<file path="src/rtl/lsu_mem_sequencer_if.sv">
// Handshaked data-memory bus between the load/store sequencer (master) and data memory (slave).
interface lsu_mem_sequencer_if;
  logic        bus_req_o;
  logic        bus_we_o;
  logic [31:0] bus_addr_o;
  logic [3:0]  bus_be_o;
  logic [31:0] bus_wdata_o;
  logic        bus_ack_i;
  logic [31:0] bus_rdata_i;

  modport master (
    output bus_req_o, bus_we_o, bus_addr_o, bus_be_o, bus_wdata_o,
    input  bus_ack_i, bus_rdata_i
  );

  modport slave (
    input  bus_req_o, bus_we_o, bus_addr_o, bus_be_o, bus_wdata_o,
    output bus_ack_i, bus_rdata_i
  );
endinterface

</file>
<file path="src/rtl/lsu_mem_sequencer.sv">
// MEM-stage load/store sequencer: stalls the pipeline around one bus transaction,
// rejects misaligned accesses and aborts requests the bus never acknowledges.
module lsu_mem_sequencer #(
  parameter int TIMEOUT = 16
) (
  input  logic                       clk,
  input  logic                       rst,
  input  logic                       load_i,
  input  logic [2:0]                 load_type_i,
  input  logic [1:0]                 store_type_i,
  input  logic [31:0]                addr_i,
  input  logic [31:0]                wdata_i,
  output logic                       stall_o,
  output logic [31:0]                rdata_o,
  output logic                       rdata_valid_o,
  output logic                       misaligned_o,
  output logic                       timeout_o,
  lsu_mem_sequencer_if.master        bus
);
  localparam int CNT_W = (TIMEOUT < 2) ? 1 : $clog2(TIMEOUT + 1);

  localparam logic [2:0] LT_LB  = 3'b001;
  localparam logic [2:0] LT_LH  = 3'b010;
  localparam logic [2:0] LT_LBU = 3'b011;
  localparam logic [2:0] LT_LHU = 3'b100;
  localparam logic [1:0] ST_SB  = 2'b01;
  localparam logic [1:0] ST_SH  = 2'b10;

  typedef enum logic [1:0] {S_IDLE = 2'd0, S_REQ = 2'd1, S_DONE = 2'd2} state_t;

  state_t           r_state;
  state_t           w_state_next;
  logic [CNT_W-1:0] r_cnt;
  logic             r_we;
  logic [2:0]       r_load_type;
  logic [1:0]       r_off;
  logic [31:0]      r_bus_addr;
  logic [3:0]       r_be;
  logic [31:0]      r_wdata;
  logic [31:0]      r_rdata;
  logic             r_rdata_valid;
  logic             r_misaligned;
  logic             r_timeout;

  logic             w_is_store;
  logic             w_access;
  logic             w_misaligned;
  logic             w_accept;
  logic             w_expired;
  logic             w_stall;
  logic             w_bus_req;
  logic [3:0]       w_be;
  logic [31:0]      w_wdata;
  logic [31:0]      w_lane;
  logic [31:0]      w_load_data;

  // A store always takes precedence over a simultaneous load.
  assign w_is_store = (store_type_i != 2'b00);
  assign w_access   = w_is_store | load_i;

  always_comb begin
    w_misaligned = 1'b0;
    if (w_is_store) begin
      w_misaligned = (store_type_i == ST_SH) & addr_i[0];
    end else if (load_i) begin
      case (load_type_i)
        LT_LB, LT_LBU: w_misaligned = 1'b0;
        LT_LH, LT_LHU: w_misaligned = addr_i[0];
        default:       w_misaligned = (addr_i[1:0] != 2'b00);
      endcase
    end
  end

  assign w_accept  = (r_state == S_IDLE) & w_access & ~w_misaligned;
  assign w_expired = (TIMEOUT != 0) && (r_cnt == CNT_W'(TIMEOUT - 1));

  always_comb begin
    w_be    = 4'b1111;
    w_wdata = wdata_i;
    case (store_type_i)
      ST_SB: begin
        w_be    = 4'b0001 << addr_i[1:0];
        w_wdata = {4{wdata_i[7:0]}};
      end
      ST_SH: begin
        w_be    = addr_i[1] ? 4'b1100 : 4'b0011;
        w_wdata = {2{wdata_i[15:0]}};
      end
      default: ;
    endcase
  end

  assign w_lane = bus.bus_rdata_i >> {r_off, 3'b000};

  always_comb begin
    case (r_load_type)
      LT_LB:   w_load_data = {{24{w_lane[7]}}, w_lane[7:0]};
      LT_LBU:  w_load_data = {24'h0, w_lane[7:0]};
      LT_LH:   w_load_data = {{16{w_lane[15]}}, w_lane[15:0]};
      LT_LHU:  w_load_data = {16'h0, w_lane[15:0]};
      default: w_load_data = w_lane;
    endcase
  end

  always_ff @(posedge clk) begin
    if (rst) begin
      r_state <= S_IDLE;
    end else begin
      r_state <= w_state_next;
    end
  end

  always_comb begin
    w_state_next = r_state;
    case (r_state)
      S_IDLE:  if (w_accept) w_state_next = S_REQ;
      S_REQ:   if (bus.bus_ack_i || w_expired) w_state_next = S_DONE;
      S_DONE:  w_state_next = S_IDLE;
      default: w_state_next = S_IDLE;
    endcase
  end

  always_comb begin
    w_stall   = 1'b0;
    w_bus_req = 1'b0;
    case (r_state)
      S_IDLE:  w_stall = w_accept;
      S_REQ: begin
        w_stall   = 1'b1;
        w_bus_req = 1'b1;
      end
      default: ;
    endcase
  end

  always_ff @(posedge clk) begin
    if (rst) begin
      r_cnt         <= '0;
      r_we          <= 1'b0;
      r_load_type   <= 3'b000;
      r_off         <= 2'b00;
      r_bus_addr    <= 32'h0;
      r_be          <= 4'b0000;
      r_wdata       <= 32'h0;
      r_rdata       <= 32'h0;
      r_rdata_valid <= 1'b0;
      r_misaligned  <= 1'b0;
      r_timeout     <= 1'b0;
    end else begin
      r_rdata_valid <= 1'b0;
      r_misaligned  <= 1'b0;
      r_timeout     <= 1'b0;
      case (r_state)
        S_IDLE: begin
          r_cnt   <= '0;
          r_rdata <= 32'h0;
          if (w_access && w_misaligned) r_misaligned <= 1'b1;
          if (w_accept) begin
            r_we        <= w_is_store;
            r_load_type <= load_type_i;
            r_off       <= addr_i[1:0];
            r_bus_addr  <= {addr_i[31:2], 2'b00};
            r_be        <= w_be;
            r_wdata     <= w_wdata;
          end
        end
        S_REQ: begin
          r_cnt <= r_cnt + 1'b1;
          if (bus.bus_ack_i) begin
            r_rdata       <= r_we ? 32'h0 : w_load_data;
            r_rdata_valid <= ~r_we;
          end else if (w_expired) begin
            r_timeout <= 1'b1;
            r_rdata   <= 32'h0;
          end
        end
        default: begin
          r_cnt   <= '0;
          r_rdata <= 32'h0;
        end
      endcase
    end
  end

  assign stall_o         = w_stall;
  assign rdata_o         = r_rdata;
  assign rdata_valid_o   = r_rdata_valid;
  assign misaligned_o    = r_misaligned;
  assign timeout_o       = r_timeout;
  assign bus.bus_req_o   = w_bus_req;
  assign bus.bus_we_o    = r_we;
  assign bus.bus_addr_o  = r_bus_addr;
  assign bus.bus_be_o    = r_be;
  assign bus.bus_wdata_o = r_wdata;
endmodule
</file>
<file path="src/flat_wrapper.sv">
// flat-port wrapper written by rule: the top's interface ports become plain ports
module lsu_mem_sequencer_flat 
#(
  parameter int TIMEOUT = 16
)
  (clk, rst, load_i, load_type_i, store_type_i, addr_i, wdata_i, stall_o, rdata_o, rdata_valid_o, misaligned_o, timeout_o, bus_bus_req_o, bus_bus_we_o, bus_bus_addr_o, bus_bus_be_o, bus_bus_wdata_o, bus_bus_ack_i, bus_bus_rdata_i);
  lsu_mem_sequencer_if bus_i ();
  input  logic clk;
  input  logic rst;
  input  logic load_i;
  input  logic [2:0] load_type_i;
  input  logic [1:0] store_type_i;
  input  logic [31:0] addr_i;
  input  logic [31:0] wdata_i;
  output logic stall_o;
  output logic [31:0] rdata_o;
  output logic rdata_valid_o;
  output logic misaligned_o;
  output logic timeout_o;
  output wire logic [$bits(bus_i.bus_req_o)-1:0] bus_bus_req_o;
  output wire logic [$bits(bus_i.bus_we_o)-1:0] bus_bus_we_o;
  output wire logic [$bits(bus_i.bus_addr_o)-1:0] bus_bus_addr_o;
  output wire logic [$bits(bus_i.bus_be_o)-1:0] bus_bus_be_o;
  output wire logic [$bits(bus_i.bus_wdata_o)-1:0] bus_bus_wdata_o;
  input wire logic [$bits(bus_i.bus_ack_i)-1:0] bus_bus_ack_i;
  input wire logic [$bits(bus_i.bus_rdata_i)-1:0] bus_bus_rdata_i;
  assign bus_bus_req_o = bus_i.bus_req_o;
  assign bus_bus_we_o = bus_i.bus_we_o;
  assign bus_bus_addr_o = bus_i.bus_addr_o;
  assign bus_bus_be_o = bus_i.bus_be_o;
  assign bus_bus_wdata_o = bus_i.bus_wdata_o;
  assign bus_i.bus_ack_i = bus_bus_ack_i;
  assign bus_i.bus_rdata_i = bus_bus_rdata_i;
  lsu_mem_sequencer #(.TIMEOUT(TIMEOUT)) u_core (.clk(clk), .rst(rst), .load_i(load_i), .load_type_i(load_type_i), .store_type_i(store_type_i), .addr_i(addr_i), .wdata_i(wdata_i), .stall_o(stall_o), .rdata_o(rdata_o), .rdata_valid_o(rdata_valid_o), .misaligned_o(misaligned_o), .timeout_o(timeout_o), .bus(bus_i));
endmodule
</file>
<file path="config.mk">
export PLATFORM = sky130hd
export DESIGN_NAME = lsu_mem_sequencer_flat
export DESIGN_NICKNAME = d
export VERILOG_FILES = /design/src/rtl/lsu_mem_sequencer_if.sv /design/src/rtl/lsu_mem_sequencer.sv /design/src/flat_wrapper.sv
export SDC_FILE = /design/constraint.sdc
export NUM_CORES = 1
export LEC_CHECK = 0
export ABC_AREA = 1
export BUFFER_PORTS_ARGS = -buffer_cell sky130_fd_sc_hd__buf_4
export CAP_MARGIN = 30
export CORE_AREA = 2 2 105 128
export CTS_CLUSTER_DIAMETER = 50
export DETAILED_ROUTE_END_ITERATION = 8
export DIE_AREA = 0 0 107 130
export PLACE_DENSITY = 0.9
export RECOVER_POWER = 50
export SLEW_MARGIN = 20
export SYNTH_ARGS = -nofsm -noshare
export SYNTH_HDL_FRONTEND = slang
export SYNTH_SLANG_ARGS = --single-unit
</file>
<file path="constraint.sdc">
create_clock -name clk -period 2.2 [get_ports clk]
set_clock_uncertainty 0.15 [all_clocks]
set_input_delay 0.44 -clock clk [delete_from_list [all_inputs] [get_ports clk]]
set_output_delay 0.44 -clock clk [all_outputs]
set_load 0.03 [all_outputs]
</file>
### Yosys cells after proc, flatten, opt, wreduce, memory -nomap -nowiden

Cells that the tools add are included.

| cells by class | value |
|---|---|
| equal/unequal tests | 14 |
| shift-type cells | 2 |
| reduce and logical (&&, ||, !) cells | 14 |
| add/sub/neg operators | 1 |
| bitwise gates (word level) | 9 |
| mux-type cells | 17 |

Operator list:

| cell | number |
|---|---|
| one-hot mux 32 bit (4 select lines) | 1 |
| two-way mux 32 bit | 3 |
| one-hot mux 32 bit (2 select lines) | 1 |
| >> shifter 32 x 5 -> 32 bit | 1 |
| equality test 3 x 2 -> 1 bit (second input constant) | 4 |
| one-hot mux 4 bit (2 select lines) | 1 |
| OR reduction 2 bit | 4 |
| equality test 3 x 1 -> 1 bit (second input constant) | 2 |
| equality test 3 bit (second input constant) | 2 |
| nonzero test 2 bit | 3 |
| OR reduction 3 bit | 2 |
| adder 5 x 1 -> 5 bit (second input constant) | 1 |
| equality test 5 x 4 -> 1 bit (second input constant) | 1 |
| two-way mux 1 bit | 5 |
| inverter 1 bit | 5 |
| equality test 2 x 1 -> 1 bit (second input constant) | 2 |
| two-way mux 2 bit | 2 |
| two-way mux 4 bit | 1 |
| != test 2 x 1 -> 1 bit (second input constant) | 2 |
| one-hot mux 1 bit (2 select lines) | 2 |
| one-hot mux 2 bit (2 select lines) | 1 |
| AND reduction 2 bit | 2 |
| << shifter 1 x 2 -> 4 bit (first input constant) | 1 |
| bitwise AND 1 bit | 3 |
| other kinds (5) | 5 |

| storage, ports and cells | value |
|---|---|
| input port bits | 105 |
| output and inout bits | 106 |
| flip-flop bits (word level) | 114 |

### Logic depth before layout (Yosys ltp)

| depth | value |
|---|---|
| depth after elaboration | 9 |
| mapped depth | 11 |
| gate-level depth less buffers | 9 |

### Worst setup path before layout

No wires, ideal clock.

| path | value |
|---|---|
| kind | input -> output |
| start | in store_type_i[0] |
| end | out stall_o |
| data required time | 1.610 ns |
| path slack | 0.112 ns |
| arrival | 1.498 ns |
| stages | 9 |
| path through | inv_1 -> ha_1 -> inv_2 -> o21ai_1 -> nor2_1 -> nand3_1 -> buf_6 -> buf_6 -> nand2_1 |

| on the way | value |
|---|---|
| longest elaborated chain between the ends | 6 |
| elaborated cells between the ends (all ways) | 9 |

Ends and longest elaborated chain:

| item | RTL line | text |
|---|---|---|
| start: declaration | flat_wrapper.sv:12 | `input logic [1:0] store_type_i;` |
| equality test 2 bit | lsu_mem_sequencer.sv:64 | `w_misaligned = (store_type_i == ST_SH) & addr_i[0];` |
| bitwise AND 1 bit | lsu_mem_sequencer.sv:64 |  |
| two-way mux 1 bit | lsu_mem_sequencer.sv:63 | `if (w_is_store) begin` |
| inverter 1 bit | lsu_mem_sequencer.sv:74 | `assign w_accept = (r_state == S_IDLE) & w_access & ~w_misaligned;` |
| bitwise AND 1 bit (*) | lsu_mem_sequencer.sv:74 |  |
| one-hot mux 1 bit (2 select lines) (*) | lsu_mem_sequencer.sv:126 | `case (r_state)` |
| end: declaration | flat_wrapper.sv:15 | `output logic stall_o;` |

Every way passes the cells marked *; elsewhere a longest branch is shown, timed or not.

### Worst setup path after layout

Same ends and word-level chain as after synthesis.

==> impl_metrics.toml <==
[final_layout]
fin_nets = 1353
stdcell_area_um2 = 8430
final.fill_count = 1201
multi_input_area_um2 = 3010
synthToLayoutAreaGrowth_pct = 30.0
n_antenna_cell = 0
drive_gt1_frac = 0.207
final_cell_count_no_fill = 1424
regArea_um2 = 2280

[power_and_ir_drop]
powerDensity_nw_per_um2 = 926
ir_drop_mv = 0.482
p_leak_uw = 0.00465
p_total_uw = 7810

[cts]
h-tree-depth = 4
cts.clk_slew.worst_paths_ps = 60
numCtsBuffers = 17
tritoncts = "yes"
clock_sinks = 114
insertion_delay_ps = 400
root_buffer = "clkbuf_16"
clock_path_buffers = 2

[setup_path]
r2r_cells = 7
regToRegEndpoint = "u_core.rdata_o[31]$_SDFFE_PP0P_"
worst-path-buf-inv = 3
criticalPathCategory = "in2out"
cp_data_arrival_time_ps = 1490
worstSetupStartpoint = "store_type_i[0]"
reg2reg_from = "u_core.r_off[0]$_SDFFE_PP0P_"
required_ps = 1610
cp.depth = 9
crit_fanout = 4
crit_chain = "buf_4, inv_1, ha_2, nand2_1, nor2_1, nand2_2, nand3_4, nand2_1, buf_4"
critPathTopFamily = "simple AND/OR/NAND/NOR gates"
critPathSlowestCell = "ha_2"
max_stage_delay_ps = 220
r2r_slack_ps = 360
start_kind = "input port"
endpoint_kind = "primary output"

[global_route]
antenna_found_initial = 0
grt_pass1_wl_um = 28500
grt_start_max_net_pins = 74
grt_usage = 0.257
grt_pass1_vias = 6169
gr-total-overflow = 0

[worst_hold_path]
worstHoldStart = "bus_bus_ack_i"
hold_path_depth = 2
hp-class = "in2reg"
holdPathEnd = "u_core.timeout_o$_SDFF_PP0_"

[sta]
finalHoldViolCount = 0
tns_ps = 0
clock.fmax_mhz = 481
finalMaxSlewViolations = 0
fin_crit_ps = 2080
period_share = 0.944
rsz0062_at_grt = "no"
final-setup-viol-count = 0

[logic_synthesis]
synth_top_cell_by_area = "dfxtp_1"
ys_seq_area_frac = 0.352
yosysMostFrequentCell = "nand2_1"
yosys_warnings = 0
ys_async_sr_fraction = 0
postSynthAreaPerCell_um2 = 6.10
synthSimpleGateAreaFrac = 0.404
synthFlopType = "dfxtp_1"
synth.area.mux_share = 0
synth_edf_count = 0
yosys.area_share.adder = 0.00965
ys_types = 28
synth_top_family_by_area = "simple AND/OR/NAND/NOR gates"
ys_ff_latch = 114
synth_area_leaders = "dfxtp_1, nand2_1, inv_1"
synth-xor-area-share = 0
synth_common_cells = "nand2_1, inv_1, dfxtp_1, nor2_1, nand4_1"
yosys.area.top_type_share = 0.352
syn_inst = 1064
synth_compound_area_frac = 0.0451
synth_area_um2 = 6490

[placed_design]
hpwlAfterDp_um = 12600
place.gp.congestion = 0.895
dpl_cell_area_um2 = 8140
dp_cells = 1392
numPortBuffers = 208

[route]
drtIter0Drc = 462
firstDrtPassIters = 5
viasPerCell = 4.81
vias = 6845
route.detailed.wl_per_inst_um = 12.6
met1_length_um = 7170
met3_length_um = 1270
drt_wl_total_um = 18000
wl_met2_um = 9090
routed.top_layer = "met4"
final_antenna_net_count = 0
drc_errors = 0

[status]
status = "complete, no violations"

[die]
die_area_um2 = 13900
rows = 46
fp.dieW_um = 107
coreArea_um2 = 12800
pin_count = 211
die_height_um = 130
initial_utilization = 0.505

[run]
maxCapViolations = 0
-- power breakdown --
group          switching [uW]  internal, uW  total [uW]
Clock                     992          2070        3060
Sequential                134          2300        2430
Combinational            1570           747        2320
Total                    2700          5110        7810
-- placed cells by master (no fill, tap or decap), drive strengths merged --
cell type and n:
nand2 339, inv 226, buf 128, clkbuf 118
nor2 117, dfxtp 114, nand4 72, nand3 53
a21oi 29, o21ai 28, or2 7, clkinvlp 5
bufinv 5, ha 5, nor3 2, conb 2
clkinv 2, nor3b 1, nand3b 1, and2 1
o211ai 1
-- worst reg2reg max path: cells and delay by family, from the launching register on --
kind	cells	cell delay, ps
simple gates	6	870
flops	1	520
buf+inv	1	190
-- stage by stage --
stage               setup slack, ps  utilization  hold WS (ps)
CTS                            42.4        0.686          64.8
floorplan                       112            -           268
global route                   5.23        0.657          66.4
finish                          122        0.657          66.5
detailed placement             46.5        0.634           292
global placement               78.3        0.634           282
-- kinds of logic (layout without fill, tap and decap cells) --
| group | after synthesis | after routing |
|---|---|---|
| compound gates | 58 | 58 |
| buf+inv | 293 | 484 |
| flops | 114 | 114 |
| fa+ha+maj | 5 | 5 |
| simple gates | 593 | 593 |
| other cells | 1 | 2 |
-- metal layers --
layer,track usage,up-vias
li1,-,3546
met1,0.296,3006
met2,0.461,263
met3,0.0589,30
met4,0.100,0
met5,0,-
-- worst max path at each step --
stage              end  slack (ps)
3_5_place_dp   stall_o          50
2_1_floorplan  stall_o         110
3_3_place_gp   stall_o          80
5_1_grt        stall_o           5
4_1_cts        stall_o          40
6_report       stall_o         120
-- flip-flops by register name, summed over array words and instances, names as in the netlist --
| register | cells |
|---|---|
| u_core.rdata_valid_o | 1 |
| u_core.bus.bus_addr_o | 30 |
| u_core.r_load_type | 3 |
| u_core.bus.bus_wdata_o | 32 |
| u_core.timeout_o | 1 |
| u_core.misaligned_o | 1 |
| u_core.r_state | 2 |
| u_core.bus.bus_be_o | 4 |
| u_core.r_off | 2 |
| u_core.bus.bus_we_o | 1 |
| u_core.rdata_o | 32 |
| u_core.r_cnt | 5 |
-- final cells by class --
cell class | count | area share
clock buffers | 19 | 0.0537
clock inverters | 13 | 0.0245
inverters | 225 | 0.100
multi-input cells | 658 | 0.358
flip-flops and latches | 114 | 0.271
well taps | 168 | 0.0249
repair buffers | 227 | 0.168
-- repair_timing --
| item | CTS | global route |
|---|---|---|
| hold buffers | 0 | 0 |
| setup endpoints to repair | 0 | 1 |
| endpoints found under the hold margin | 0 | 0 |
| buffers inserted | 0 | 0 |
| gates resized for setup | 0 | 2 |
Power figures use the tool's default switching activity.
